File: src/rtl/axi_sdram_pkg.sv
// axi_sdram_pkg: shared constants and helpers for the AXI-SDRAM W/B channel
package axi_sdram_pkg;
   localparam logic [1:0] AXI_RESP_OKAY = 2'b00;
   function automatic int clog2(input int v);
      int r;
      r = 0;
      while ((1 << r) < v) r++;
      return r;
   endfunction
   function automatic logic [15:0] first_beat_keep_mask(input int addr_lsb, input int strb_width);
      logic [15:0] m;
      m = '0;
      for (int i = 0; i < 16; i++) m[i] = (i >= addr_lsb) && (i < strb_width);
      return m;
   endfunction
endpackage

File: src/rtl/axi_sdram_bresp_queue.sv
// axi_sdram_bresp_queue: sync FIFO of pending B responses; WIDTH 0 keeps only an occupancy count
module axi_sdram_bresp_queue
   import axi_sdram_pkg::*;
#(
   parameter int WIDTH = 4,
   parameter int DEPTH = 4,
   parameter int DW = (WIDTH > 0) ? WIDTH : 1,
   parameter int AW = clog2(DEPTH)
) (
   input  logic          clk,
   input  logic          rst_n,
   input  logic          push,
   input  logic          pop,
   input  logic [DW-1:0] din,
   output logic [DW-1:0] dout,
   output logic          full,
   output logic          empty,
   output logic [AW:0]   level
);
   logic wr, rd;
   assign rd = pop & ~empty;
   assign wr = push & (~full | rd);
   assign full = level == (AW+1)'(DEPTH);
   assign empty = level == '0;
   // Occupancy: a simultaneous push and pop leave it unchanged
   always_ff @(posedge clk or negedge rst_n)
      if (!rst_n) level <= '0;
      else if (wr != rd) level <= wr ? level + 1'b1 : level - 1'b1;
   generate
      if (WIDTH == 0) begin : g_cnt
         logic unused_din;
         assign unused_din = ^din;
         assign dout = '0;
      end else begin : g_mem
         logic [DW-1:0] mem [DEPTH];
         logic [AW-1:0] wp, rp;
         assign dout = mem[rp];
         // Read/write pointers wrap on their own since the depth is a power of two
         always_ff @(posedge clk or negedge rst_n)
            if (!rst_n) begin
               wp <= '0;
               rp <= '0;
            end else begin
               if (wr) wp <= wp + 1'b1;
               if (rd) rp <= rp + 1'b1;
            end
         // Storage is never reset; only entries below the level are ever read
         always_ff @(posedge clk)
            if (wr) mem[wp] <= din;
      end
   endgenerate
endmodule

File: src/rtl/axi_sdram_w_b_chn_mo.sv
// axi_sdram_w_b_chn_mo: AXI W/B front end; realigns first W beat, forwards to SDRAM AXIS, queues B responses
// Define AXI_SDRAM_WB_BID_EN to store the burst ID and return it on BID; otherwise BID is 0
module axi_sdram_w_b_chn_mo
   import axi_sdram_pkg::*;
#(
   parameter int DATA_WIDTH    = 32,
   parameter int STRB_WIDTH    = DATA_WIDTH / 8,
   parameter int ADDR_LSB_W    = clog2(STRB_WIDTH),
   parameter int ID_WIDTH      = 4,
   parameter int B_QUEUE_DEPTH = 4
) (
   input  logic                           clk,
   input  logic                           rst_n,
   input  logic [DATA_WIDTH-1:0]          s_axi_wdata,
   input  logic [STRB_WIDTH-1:0]          s_axi_wstrb,
   input  logic                           s_axi_wlast,
   input  logic                           s_axi_wvalid,
   output logic                           s_axi_wready,
   output logic [ID_WIDTH-1:0]            s_axi_bid,
   output logic [1:0]                     s_axi_bresp,
   output logic                           s_axi_bvalid,
   input  logic                           s_axi_bready,
   output logic [DATA_WIDTH-1:0]          m_axis_wt_data,
   output logic [STRB_WIDTH-1:0]          m_axis_wt_keep,
   output logic                           m_axis_wt_last,
   output logic                           m_axis_wt_valid,
   input  logic                           m_axis_wt_ready,
   output logic                           wt_burst_msg_fifo_ren,
   input  logic [ID_WIDTH+ADDR_LSB_W-1:0] wt_burst_msg_fifo_dout,
   input  logic                           wt_burst_msg_fifo_empty_n,
   output logic [clog2(B_QUEUE_DEPTH):0]  b_queue_level
);
`ifdef AXI_SDRAM_WB_BID_EN
   localparam int QW = ID_WIDTH;
`else
   localparam int QW = 0;
`endif
   localparam int QD = (QW > 0) ? QW : 1;
   logic first_beat, go, w_hs, bq_full, bq_empty;
   logic [ADDR_LSB_W-1:0] addr_lsb;
   logic [ID_WIDTH-1:0] msg_id;
   logic [STRB_WIDTH-1:0] mask;
   logic [QD-1:0] bq_din, bq_dout;
   assign {msg_id, addr_lsb} = wt_burst_msg_fifo_dout;
   assign go = wt_burst_msg_fifo_empty_n & ~bq_full;
   assign s_axi_wready = go & m_axis_wt_ready;
   assign m_axis_wt_valid = go & s_axi_wvalid;
   assign w_hs = s_axi_wvalid & s_axi_wready;
   assign wt_burst_msg_fifo_ren = w_hs & s_axi_wlast;
   assign mask = STRB_WIDTH'(first_beat_keep_mask(int'(addr_lsb), STRB_WIDTH));
   assign m_axis_wt_keep = first_beat ? s_axi_wstrb & mask : s_axi_wstrb;
   assign m_axis_wt_data = s_axi_wdata;
   assign m_axis_wt_last = s_axi_wlast;
   assign s_axi_bresp = AXI_RESP_OKAY;
   assign s_axi_bvalid = ~bq_empty;
`ifdef AXI_SDRAM_WB_BID_EN
   assign bq_din = msg_id;
   assign s_axi_bid = bq_empty ? '0 : bq_dout;
`else
   logic unused_id;
   assign unused_id = ^{msg_id, bq_dout};
   assign bq_din = 1'b0;
   assign s_axi_bid = '0;
`endif
   // Marks whether the next W beat opens a burst; a last beat re-arms it
   always_ff @(posedge clk or negedge rst_n)
      if (!rst_n) first_beat <= 1'b1;
      else if (w_hs) first_beat <= s_axi_wlast;
   axi_sdram_bresp_queue #(.WIDTH(QW), .DEPTH(B_QUEUE_DEPTH)) u_bq (
      .clk   (clk),
      .rst_n (rst_n),
      .push  (wt_burst_msg_fifo_ren),
      .pop   (s_axi_bvalid & s_axi_bready),
      .din   (bq_din),
      .dout  (bq_dout),
      .full  (bq_full),
      .empty (bq_empty),
      .level (b_queue_level)
   );
endmodule

File: config.mk
export PLATFORM = sky130hd
export DESIGN_NAME = axi_sdram_w_b_chn_mo
export DESIGN_NICKNAME = d
export VERILOG_FILES = /design/src/rtl/axi_sdram_pkg.sv /design/src/rtl/axi_sdram_bresp_queue.sv /design/src/rtl/axi_sdram_w_b_chn_mo.sv
export SDC_FILE = /design/constraint.sdc
export NUM_CORES = 1
export LEC_CHECK = 0
export ABC_AREA = 0
export CORE_ASPECT_RATIO = 0.5
export CORE_MARGIN = 3
export CORE_UTILIZATION = 22
export DETAILED_ROUTE_END_ITERATION = 8
export PLACE_DENSITY_LB_ADDON = 0.05
export SKIP_LAST_GASP = 1
export SYNTH_ARGS = -nofsm -noshare
export SYNTH_HDL_FRONTEND = slang
export SYNTH_SLANG_ARGS = --single-unit
File: constraint.sdc
create_clock -name clk -period 2.4 [get_ports clk]
set_input_delay 0.6 -clock clk [delete_from_list [all_inputs] [get_ports clk]]
set_output_delay 0.6 -clock clk [all_outputs]
set_load 0.05 [all_outputs]
After elaboration in Yosys (flattened, before gate mapping)
Index checks and enable logic that the tools add are counted.
{"block": "totals", "wordCells": 24, "output_inout_bits": 50, "ff_bits": 4}
{"block": "classes", "eq_ne": 2, "n_addsub": 2, "bitwise_logic": 12, "reduce_logical": 1, "n_lt_le_gt_ge": 3, "mux": 2}
{"operator": "$and 1x1->1", "count": 8}
{"operator": "$and 4x4->4", "count": 1}
{"operator": "$ge 1x2->1 const A", "count": 2}
{"operator": "$mux 4", "count": 1}
{"operator": "$add 3x1->3 const B", "count": 1}
{"operator": "$eq 3x3->1 const B", "count": 1}
{"operator": "$logic_not 3->1", "count": 1}
{"operator": "$mux 3", "count": 1}
{"operator": "$sub 3x1->3 const B", "count": 1}
{"operator": "$ge 2x2->1 const A", "count": 1}
{"operator": "$not 1->1", "count": 2}
{"operator": "$ne 1x1->1", "count": 1}
{"operator": "$or 1x1->1", "count": 1}

Longest topological paths before layout
{"block": "logic_depth", "depth_word": 8, "depth_mapped": 7, "ltp_nobuf": 7}

Cells and area by module
Synthesis repeated with hierarchy kept, for this count alone.
{"block": "unflattened", "hier_cells": 90, "area_unflattened_um2": 748.2}
{"mod": "axi_sdram_w_b_chn_mo", "cells_per_inst": 54, "seq_area_each_um2": 26.3, "area_per_inst_um2": 415.4, "instances": 1}
{"mod": "axi_sdram_bresp_queue", "cells_per_inst": 36, "seq_area_each_um2": 75.1, "area_per_inst_um2": 332.8, "instances": 1}

Worst setup path before layout
OpenSTA, ideal clock, no wires.
{"block": "synth_path", "path_type": "register to register", "start": "register u_bq.level[0]", "end": "register u_bq.level[2]", "arrival_ps": 2354, "synth_period_minus_slack_ps": 2497, "path_stages_with_launch": 8, "setup_time_ps": 143, "path_slack_ps": -97, "cell_sequence": "dfrtp_1 nor3b_2 nor2_2 inv_1 fa_1 nand3b_1 a2bb2oi_1 xnor2_1"}
{"block": "synth_between", "elab_chain_len": 8, "word_cells_on_any_way": 16, "cone_classes": "add/sub (2); eq/ne (2); mux (1); bitwise (10); reduce/logical (1)"}
{"item": "start: declaration", "line": "axi_sdram_bresp_queue.sv:18", "text": "output logic [AW:0] level"}
{"item": "start signal: assignment", "line": "axi_sdram_bresp_queue.sv:28", "text": "else if (wr != rd) level <= wr ? level + 1'b1 : level - 1'b1;"}
{"item": "$eq 3x3->1 (*)", "line": "axi_sdram_bresp_queue.sv:23", "text": "assign full = level == (AW+1)'(DEPTH);"}
{"item": "$not 1->1 (*)", "line": "axi_sdram_w_b_chn_mo.sv:45", "text": "assign go = wt_burst_msg_fifo_empty_n & ~bq_full;"}
{"item": "$and 1x1->1 (*)", "line": "axi_sdram_w_b_chn_mo.sv:45"}
{"item": "$and 1x1->1 (*)", "line": "axi_sdram_w_b_chn_mo.sv:46", "text": "assign s_axi_wready = go & m_axis_wt_ready;"}
{"item": "$and 1x1->1 (*)", "line": "axi_sdram_w_b_chn_mo.sv:48", "text": "assign w_hs = s_axi_wvalid & s_axi_wready;"}
{"item": "$and 1x1->1 (*)", "line": "axi_sdram_w_b_chn_mo.sv:49", "text": "assign wt_burst_msg_fifo_ren = w_hs & s_axi_wlast;"}
{"item": "named net wt_burst_msg_fifo_ren", "line": "axi_sdram_w_b_chn_mo.sv:28", "text": "output logic wt_burst_msg_fifo_ren,"}
{"item": "$and 1x1->1 (*)", "line": "axi_sdram_bresp_queue.sv:22", "text": "assign wr = push & (~full | rd);"}
{"item": "$mux 3 or $ne 1x1->1 (tied branches)", "line": "axi_sdram_bresp_queue.sv:28"}
Mark *: on every way through the listed nets, which the timed path passes. The rest lies on a longest branch.
A chain may end at the register's enable or synchronous reset.

Worst setup path in the final report
{"block": "layout_path", "start": "input wt_burst_msg_fifo_empty_n", "end": "output wt_burst_msg_fifo_ren"}
{"block": "layout_between", "elab_chain_len": 4}
{"item": "start: declaration", "line": "axi_sdram_w_b_chn_mo.sv:30", "text": "input logic wt_burst_msg_fifo_empty_n,"}
{"item": "$and 1x1->1", "line": "axi_sdram_w_b_chn_mo.sv:45"}
{"item": "$and 1x1->1", "line": "axi_sdram_w_b_chn_mo.sv:46"}
{"item": "$and 1x1->1", "line": "axi_sdram_w_b_chn_mo.sv:48"}
{"item": "$and 1x1->1", "line": "axi_sdram_w_b_chn_mo.sv:49"}
{"item": "end: declaration", "line": "axi_sdram_w_b_chn_mo.sv:28"}
Every way passes these cells.

==> results.ini <==
[run_status]
status=complete, no violations

[min_path]
hold_class=flop to flop

[drt]
drt.antenna.violating_nets=0
initialDrtViolationCount=30
wl_per_cell_um=12.4
vias_per_cell=3.79
post-route-drc-count=0
drt_first_pass_iters=2
vias=387
finalWirelength_um=1270

[finish]
final_core_util=0.311
fin_nets=118
fin_cells=102
fin_area_um2=748
drive_above_1_share=0.343
area_growth_pct=24.1
diodes=0

[worst_setup_path]
arrival_ns=1.69
critical_path.max_fanout=4
crit_type=input pin to output pin
endpoint_kind=output pin
start_kind=input pin
worstPathRequired_ns=1.80

[floorplanning]
io_pins=99
rows=12
die_h_um=43.0
die_x_um=80.0
fp.coreArea_um2=2400
dieArea_um2=3440
start_util=0.251

[place]
port_buffers=22
place.gp.congestion=0.664
dpl.hpwl_um=1130
placed_cell_area_um2=703
pre_cts_ws_ns=-0.0218
place_inst=98

[clock_network]
clkTransAtPathRegs_ns=0.03
cts_htree_levels=1
cts_made_buffers=3
hold_buffers=0
clock_sinks=4
post_cts_buffers=0
cts-root-buf=clkbuf_8
clk_path_buf_depth=2
cts_tree=yes
post_cts_resize_count=0
worst_skew_pair.late_latency_ns=0.21

[power_and_ir_drop]
swShare=0.467
p_leak_nw=0.316
power_density_nw_per_um2=1040
peakVddDrop_uv=615
power_mw=0.782
p_sw_mw=0.365
p_int_mw=0.417
pwr-share-clk=0.187
comb_power_share=0.608
seqPwrFrac=0.205

[yosys]
synth_area_um2=603
ys_async_sr_fraction=1.00
yosysWarnings=0
ys_ff_latch=4
synth_commonest_cells=40 x buf_4, 3 x dfrtp_1
synth_ff_type=dfrtp_1
synth_area_per_cell_um2=8.62
synthTopCellsByArea=buf_4 50%, dfrtp_1 12%, dfstp_2 4.4%, fa_1 3.3%, xnor2_1 2.9%
syn_inst=70
yosysTopAreaCellShare=0.498
synth-edff-count=0
synthMostInstantiatedCell=buf_4
yosysTopAreaCell=buf_4
synth-seq-area-share=0.168
synthDistinctLibCells=25

[job]
cap_viol_max_count=0

[grt]
grt_first_pass_wirelength_um=1920
grt_max_degree=7
antenna_found_initial=0
grt_pass1_vias=394
gr-usage-all-layers=0.0733
globalRouteOverflowTotal=0

[timing]
fmax_mhz=436
rsz0062_at_grt=no
finalSetupViolations=0
drv_slew=0
fin_hold_ws_ns=0.529
fin_crit_sh=0.956
final.setup.tns_ns=0
fin_ws_ns=0.106
tightest_slew_ns=0.496
finClkSkew_ns=0.00284
max_slew_margin=0.668
fin_crit_ns=2.29
finalHoldViolations=0

[layout by cell type (no fill, tap or decap), drive strengths merged, types with 2 or more instances in the layout]
cell type,netlist,layout
clkdlybuf4s50,0,14
buf,40,14
conb,1,6
clkbuf,0,4
dfrtp,3,3
nand4,2,2
inv,2,2
and3,2,2
xnor2,2,2
nor2,2,2
nand2,2,2
[area by class of cell]
class                   instances  area (um2)
inverters                       2        7.51
repair buffers                 28         333
flip-flops and latches          4         101
multi-input cells              29         218
fillers                       262        1650
well taps                      35        43.8
clock buffers                   4        45.0
[routing by layer]
| layer | vias to the layer above | GRT usage | part of all wire |
|---|---|---|---|
| met4 | 0 | 0.0471 | 0.040 |
| met1 | 162 | 0.0763 | 0.34 |
| li1 | 175 | - | - |
| met3 | 12 | 0.0487 | 0.15 |
| met5 | - | 0 | 0 |
| met2 | 38 | 0.109 | 0.47 |
[final timing paths]
path	startpoint	end	slack [ns]	cells past startpoint
max	wt_burst_msg_fifo_empty_n	wt_burst_msg_fifo_ren	0.11	5
min	first_beat	first_beat	0.53	1
max reg2reg	u_bq.level[2]	u_bq.level[2]	0.66	7
min reg2reg	first_beat	first_beat	0.53	1
max in group asynchronous	rst_n	first_beat	1.57	1
min in group asynchronous	rst_n	u_bq.level[1]	0.59	1
[power groups by stage]
| stage | Combinational, mW | Clock (mW) | Sequential, mW |
|---|---|---|---|
| 6_report | 0.475 | 0.146 | 0.160 |
| 5_1_grt | 0.501 | 0.159 | 0.173 |
| 2_1_floorplan | 0.370 | 0 | 0.243 |
| 3_5_place_dp | 0.482 | 0 | 0.162 |
| 4_1_cts | 0.482 | 0.152 | 0.162 |
| 3_3_place_gp | 0.482 | 0 | 0.163 |
[critical path, cell delays in order]
cell and delay [ns]:
clkdlybuf4s50_1 0.47, nand4_1 0.19, nor2_4 0.13, buf_4 0.16, buf_12 0.14
[registers in the layout, indices dropped and copies added, names as in the netlist]
register and count:
first_beat 1, u_bq.level 3
[cells by family (layout without fill, tap and decap cells)]
kind of cell / after synthesis / count (layout) / synth area share
compound gates: 6 / 6 / 0.0706
xor+xnor: 3 / 3 / 0.0560
fa+ha+maj: 1 / 1 / 0.0332
buf+inv: 42 / 34 / 0.510
flops: 4 / 4 / 0.168
mux: 1 / 1 / 0.0187
other cells: 1 / 6 / 0.00622
simple gates: 12 / 12 / 0.137
Note: power is estimated with default switching activity, not from simulation.
